$ cat config.mk
export PLATFORM = sky130hd
export DESIGN_NAME = uart_tx_8n1
export DESIGN_NICKNAME = d
export VERILOG_FILES = /design/src/rtl/uart_pkg.sv /design/src/rtl/uart_baud_gen.sv /design/src/rtl/uart_tx_8n1.sv
export SDC_FILE = /design/constraint.sdc
export NUM_CORES = 1
export LEC_CHECK = 0
export ABC_AREA = 1
export BUFFER_PORTS_ARGS = -buffer_cell sky130_fd_sc_hd__buf_2
export CAP_MARGIN = 20
export CORE_MARGIN = 3
export CORE_UTILIZATION = 55
export DETAILED_ROUTE_END_ITERATION = 10
export HOLD_SLACK_MARGIN = 0.12
export PLACE_DENSITY = 0.72
export SLEW_MARGIN = 10
export SYNTH_ARGS = -nofsm -noshare
export SYNTH_HDL_FRONTEND = slang
export SYNTH_SLANG_ARGS = --single-unit
$ cat constraint.sdc
create_clock -name clk_fpga -period 2.4 [get_ports clk_fpga]
set_input_delay 0.36 -clock clk_fpga [delete_from_list [all_inputs] [get_ports clk_fpga]]
set_output_delay 0.36 -clock clk_fpga [all_outputs]
set_load 0.02 [all_outputs]
$ cat src/rtl/uart_pkg.sv
// Shared UART definitions: frame geometry, FSM state encoding and bit timing.
// Transmitter and receiver both import this package so their timing matches.
package uart_pkg;

    localparam int UART_DATA_BITS  = 8;
    localparam int UART_FRAME_BITS = 10;

    // 2-bit FSM state encoding
    localparam logic [1:0] IDLE  = 2'd0;
    localparam logic [1:0] START = 2'd1;
    localparam logic [1:0] DATA  = 2'd2;
    localparam logic [1:0] STOP  = 2'd3;

    // Clock cycles per serial bit; integer division truncates (10416 at 100 MHz / 9600)
    function automatic int calc_clks_per_bit(input int clk_frequency, input int baud_rate);
        return clk_frequency / baud_rate;
    endfunction

endpackage

$ cat src/rtl/uart_baud_gen.sv
// Bit-period timer: free-running 0..clks_per_bit-1 counter with synchronous clear.
// bit_tick marks the last cycle of each bit period, so the FSM advances on the
// edge that closes the period and bit boundaries never drift.
module uart_baud_gen #(
    parameter int clks_per_bit = 16
) (
    input  logic clk_fpga,
    input  logic reset,
    input  logic clear,
    output logic bit_tick
);

    localparam int              CNT_W = (clks_per_bit > 1) ? $clog2(clks_per_bit) : 1;
    localparam logic [CNT_W-1:0] LAST = CNT_W'(clks_per_bit - 1);

    logic [CNT_W-1:0] baud_cnt;

    // Count within the bit period, wrapping at the last cycle; clear parks it at 0
    always_ff @(posedge clk_fpga) begin
        if (reset || clear) begin
            baud_cnt <= '0;
        end else if (baud_cnt == LAST) begin
            baud_cnt <= '0;
        end else begin
            baud_cnt <= baud_cnt + CNT_W'(1);
        end
    end

    assign bit_tick = (baud_cnt == LAST) && !clear;

endmodule

$ cat src/rtl/uart_tx_8n1.sv
// 8N1 UART transmitter: one start bit, eight data bits LSB first, one stop bit.
// All outputs come straight from flops; their next values are computed from
// the FSM's next state so TxD/tx_busy change on the same edge as the state.
module uart_tx_8n1
    import uart_pkg::*;
#(
    parameter int clk_frequency = 100000000,
    parameter int baud_rate     = 9600,
    parameter int clks_per_bit  = calc_clks_per_bit(clk_frequency, baud_rate)
) (
    input  logic       clk_fpga,
    input  logic       reset,
    input  logic [7:0] tx_data,
    input  logic       tx_start,
    output logic       TxD,
    output logic       tx_busy,
    output logic       tx_done
);

    localparam logic [2:0] LAST_BIT = 3'(UART_DATA_BITS - 1);

    logic [1:0] state;
    logic [1:0] state_next;
    logic [7:0] shift_q;
    logic [2:0] bit_idx;
    logic       bit_tick;
    logic       baud_clear;
    logic       txd_d;
    logic       busy_d;
    logic       done_d;

    // Baud counter is held clear while idle so a new frame starts on a fresh period
    uart_baud_gen #(
        .clks_per_bit (clks_per_bit)
    ) u_baud (
        .clk_fpga (clk_fpga),
        .reset    (reset),
        .clear    (baud_clear),
        .bit_tick (bit_tick)
    );

    // State register
    always_ff @(posedge clk_fpga) begin
        if (reset) begin
            state <= IDLE;
        end else begin
            state <= state_next;
        end
    end

    // Next-state logic: each non-idle state lasts exactly one bit period per bit
    always_comb begin
        state_next = state;
        case (state)
            IDLE:  if (tx_start) state_next = START;
            START: if (bit_tick) state_next = DATA;
            DATA:  if (bit_tick && bit_idx == LAST_BIT) state_next = STOP;
            STOP:  if (bit_tick) state_next = IDLE;
            default: state_next = IDLE;
        endcase
    end

    // Output logic: next line level, busy and done, all registered below
    always_comb begin
        baud_clear = (state == IDLE);
        busy_d     = (state_next != IDLE);
        done_d     = (state == STOP) && bit_tick;
        txd_d      = TxD;
        case (state)
            IDLE:  txd_d = !tx_start;
            START: if (bit_tick) txd_d = shift_q[0];
            // shift_q[1] becomes shift_q[0] on the same edge
            DATA:  if (bit_tick) txd_d = (bit_idx == LAST_BIT) ? 1'b1 : shift_q[1];
            STOP:  if (bit_tick) txd_d = 1'b1;
            default: txd_d = 1'b1;
        endcase
    end

    // Datapath and output flops; tx_data is captured only on the accepting edge
    always_ff @(posedge clk_fpga) begin
        if (reset) begin
            shift_q <= '0;
            bit_idx <= '0;
            TxD     <= 1'b1;
            tx_busy <= 1'b0;
            tx_done <= 1'b0;
        end else begin
            TxD     <= txd_d;
            tx_busy <= busy_d;
            tx_done <= done_d;
            case (state)
                IDLE: begin
                    if (tx_start) shift_q <= tx_data;
                    bit_idx <= '0;
                end
                DATA: begin
                    if (bit_tick) begin
                        shift_q <= {1'b0, shift_q[7:1]};
                        bit_idx <= bit_idx + 3'd1;
                    end
                end
                default: ;
            endcase
        end
    end

endmodule

Word level (Yosys, flattened, before mapping)
Cells that the tools add are included.

Register bits: 30. Logic and storage cells: 46.

Add/sub/neg operators: 2. Equality and inequality tests: 9. Multiplexer cells: 15. Reductions and logical operators: 13.

Operator list (number): 2-to-1 mux 8 bit (2); one-hot mux 8 bit (2 select lines) (1); adder 14 x 1 -> 14 bit (second input constant) (1); == test 14 bit (second input constant) (1); 2-to-1 mux 2 bit (4); inequality test 2 bit (second input constant) (4); one-hot mux 2 bit (4 select lines) (1); one-hot mux 3 bit (2 select lines) (1); AND reduction 3 bit (2); == test 2 bit (second input constant) (2); 2-to-1 mux 1 bit (4); one-hot mux 1 bit (4 select lines) (1); nonzero test 2 bit (2); adder 3 x 1 -> 3 bit (second input constant) (1); == test 3 bit (second input constant) (1); logical AND 1 bit (3); 2-to-1 mux 3 bit (1); == test 2 x 1 -> 1 bit (second input constant) (1); zero test 1 bit (2); zero test 2 bit (1); AND reduction 2 bit (1); OR reduction 2 bit (1); logical OR 1 bit (1).

Logic depth before layout (Yosys ltp)
Depth after elaboration: 7. Depth in mapped cells: 11.

Modules after synthesis
From an unflattened synthesis, not the netlist that was laid out.

Cell total of the unflattened synthesis: 242. Area total of the unflattened synthesis: 1567.8 um^2.

By module, submodules not included: uart_tx_8n1 (instances 1, cells each 125, area an instance 800.8 um^2, seq. area each 320.3 um^2); uart_baud_gen (instances 1, cells each 117, area an instance 767.0 um^2, seq. area each 280.3 um^2).

Worst setup path before layout
OpenSTA, ideal clock, no wires.

Kind: flip-flop to flip-flop. From: register u_baud.baud_cnt[0]. To: register shift_q[2]. Arrival: 1.281 ns. Path slack: 1.007 ns. Cell stages (with the launch flop): 12. Clock period less this slack: 1.393 ns. Path through: dfxtp_1 ha_1 nand2_2 inv_2 nand2_1 nor2_2 nand3_2 nand2_4 buf_6 nand2_1 nand2_1 nor2_1.

Word-level cells in the longest chain between the ends: 4.

RTL lines: start, declared (line uart_baud_gen.sv:16) `logic [CNT_W-1:0] baud_cnt;`; start signal, assigned (line uart_baud_gen.sv:25) `baud_cnt <= baud_cnt + CNT_W'(1);`; == test 14 bit (line uart_baud_gen.sv:29) `assign bit_tick = (baud_cnt == LAST) && !clear;`; logical AND 1 bit (line uart_baud_gen.sv:29); inequality test 2 bit (no source line); AND reduction 3 bit (no source line); end signal, assigned (line uart_tx_8n1.sv:93) `if (tx_start) shift_q <= tx_data;`; end signal, assigned (line uart_tx_8n1.sv:98) `shift_q <= {1'b0, shift_q[7:1]};`; end, declared (line uart_tx_8n1.sv:24) `logic [7:0] shift_q;`.

Every way passes these cells. A chain may end at the register's enable or synchronous reset.

Final worst setup path
From: register u_baud.baud_cnt[0]. To: register bit_idx[0].

Word-level cells in the longest chain between the ends: 4.

RTL lines: == test 14 bit (line uart_baud_gen.sv:29); logical AND 1 bit (line uart_baud_gen.sv:29); inequality test 2 bit (no source line); AND reduction 2 bit (no source line); end signal, assigned (line uart_tx_8n1.sv:99) `bit_idx <= bit_idx + 3'd1;`; end, declared (line uart_tx_8n1.sv:25) `logic [2:0] bit_idx;`.

Every way passes these cells.

==> flow_metrics.env <==
export IMPL_status="completed"
export IMPL_fin_ws_ps=851
export IMPL_clkSinkCount=30
export IMPL_drc_errors=0
export IMPL_cts_tree="done"
export IMPL_post_cts_buffers=0
export IMPL_maxSlewHeadroom_pct=72.3
export IMPL_synth_nets=223
export IMPL_finClkSkew_ps=7.47
export IMPL_peakVddDrop_v=0.000405
export IMPL_hpwl_mm=2.16
export IMPL_insertion_delay_ps=320
export IMPL_htreeDepth=2
export IMPL_antenna_found_initial=0
export IMPL_wirelength_mm=2.81
export IMPL_place_congestion=0.863
export IMPL_hold_ws_ps=256
export IMPL_leakage_nw=0.803
export IMPL_clock_path_buffers=2
export IMPL_final_setup_tns_ps=0
export IMPL_synth_top_area_cell="dfxtp_1"
export IMPL_ys_seq_area_share_pct=40.9
export IMPL_ant_nets=0
export IMPL_first_global_vias=1218
export IMPL_die_h_um=57.7
export IMPL_grt_use_total_pct=19.0
export IMPL_cp_arrival_ps=1770
export IMPL_min_period_ps=1550
export IMPL_cts_buffers=5
export IMPL_period_share_pct=64.6
export IMPL_timing_hold_violations_final=0
export IMPL_dp_cells=250
export IMPL_power_density_mw_per_mm2=592
export IMPL_core_mm2=0.00250
export IMPL_ys_ff_latch=30
export IMPL_cp_max_fo=6
export IMPL_io_buffers=13
export IMPL_overflow=0
export IMPL_synth_top_area_share_pct=40.9
export IMPL_grt_max_degree=15
export IMPL_critPathLaunchType="flip-flop"
export IMPL_max_cap_viol_count=0
export IMPL_area_growth_pct=11.2
export IMPL_initial_core_util_pct=58.8
export IMPL_finalNonFillerCells=258
export IMPL_worst_pin_slew_ps=415
export IMPL_grt_pass1_wl_mm=4.93
export IMPL_io_pins=14
export IMPL_drtIter0Drc=45
export IMPL_design_die_area_mm2=0.00333
export IMPL_die_w_um=57.7
export IMPL_cts_root_buffer_cell="clkbuf_4"
export IMPL_std_cell_rows=18
export IMPL_fillers=225
export IMPL_clk_pin_slew_ps=90
export IMPL_holdBufCountCts=0
export IMPL_vias=1304
export IMPL_ctsResizeCount=0
export IMPL_vias_per_cell=5.05
export IMPL_dpl_worst_slack_ps=870
export IMPL_syn_avg_cell_area_um2=7.03
export IMPL_drv_slew=0
export IMPL_setup_viol=0
export IMPL_drtPass1Iterations=4
export IMPL_rsz0062_at_grt="false"
export IMPL_syn_area_mm2=0.00147
export IMPL_p_total_w=0.000967
export IMPL_worst_ep_required_time_ps=2630
export IMPL_max_freq_ghz=0.645
export IMPL_cp_end_kind="flip-flop"
export IMPL_fin_nets=241
export IMPL_n_antenna_cell=0
export IMPL_yosys_top_cells_area="dfxtp_1 41%, nand2_1 13%, nor2_1 11%"
export IMPL_crit_type="reg -> reg"
export IMPL_wl_per_cell_um=10.9
export IMPL_netlist_instances=209
export IMPL_ys_warn_count=0
export IMPL_drive_gt1_share_pct=14.5
export IMPL_ys_types=25
export IMPL_worstHoldPathType="in -> reg"
==> per-stage QoR <==
stage	area (um^2)	util, %
floorplan	1470	-
global placement	1560	62.3
detailed placement	1560	62.3
CTS	1640	65.4
global route	1640	65.4
finish	1640	65.4
==> cell type report <==
class	count	area, um^2	share of cell area, %
clock buffer	8	78.8	4.82
timing repair buffer	13	65.1	3.98
multi-input combinational	150	752	46.0
inverter	27	101	6.20
tap	30	37.5	2.30
sequential	30	601	36.7
==> synth_stat cells (all sizes together) <==
cell    number
nand4        2
nor3b        1
a31oi        1
mux2i        7
o21bai       1
buf          2
ha           3
nor3         5
o21ai        3
nand2       54
inv         27
xor2         3
o22ai        1
a21oi        8
dfxtp       30
nor2        44
nand3       17
==> critical path: stages (launching register included) <==
cell and delay, ps:
dfxtp_1 360, ha_1 190, nand2_2 90, nor2_4 160, nand2_1 90, nor2_1 230, nand2_1 150, a21oi_1 150
nor2_1 50
==> metal layers <==
metal	part of all wire [%]	global-route usage, %	vias to the layer above
met1	48	24.2	570
met5	0	0	-
met2	44	30.5	36
met3	6.2	4.68	7
li1	-	-	691
met4	1.7	8.28	0
==> power by group <==
part / internal (W) / switching (W) / total [W]
Combinational: 0.0000280 / 0.0000449 / 0.0000729
Sequential: 0.000514 / 0.0000104 / 0.000525
Clock: 0.000200 / 0.000170 / 0.000370
Total: 0.000742 / 0.000225 / 0.000967
==> cells in the final DEF, fill, tap and decap left out, drive strengths merged <==
cell type	synthesis	layout
clkbuf	0	8
a21oi	8	8
nor3	5	5
o21bai	1	1
dfxtp	30	30
buf	2	13
nand4	2	2
mux2i	7	7
inv	27	27
o22ai	1	1
nor3b	1	1
ha	3	3
o21ai	3	3
nand3	17	17
xor2	3	3
a31oi	1	1
nor2	44	44
nand2	54	54
==> flip-flops by register name, summed over array words and instances (netlist names) <==
signal,cells
u_baud.baud_cnt,14
bit_idx,3
shift_q,8
tx_busy,1
state,2
TxD,1
tx_done,1
==> cell families (layout without fill, tap and decap cells) <==
group / after synthesis / in the layout / share of synthesized area (%)
AOI/OAI and AO/OA: 14 / 14 / 5.11
xor gates and xnor gates: 3 / 3 / 1.79
adders and majority gates: 3 / 3 / 2.55
buffers and inverters: 29 / 48 / 8.00
DFF: 30 / 30 / 40.9
muxes: 7 / 7 / 4.77
and+or+nand+nor: 123 / 123 / 36.9
==> worst paths after layout <==
kind	startpoint	to	slack [ps]	cells after the start
max	u_baud.baud_cnt[0]	bit_idx[0]	850	8
min	reset	bit_idx[2]	260	2
max reg2reg	u_baud.baud_cnt[0]	bit_idx[0]	850	8
min reg2reg	u_baud.baud_cnt[0]	u_baud.baud_cnt[0]	450	1
No activity file was read; power rests on OpenSTA's default activity.
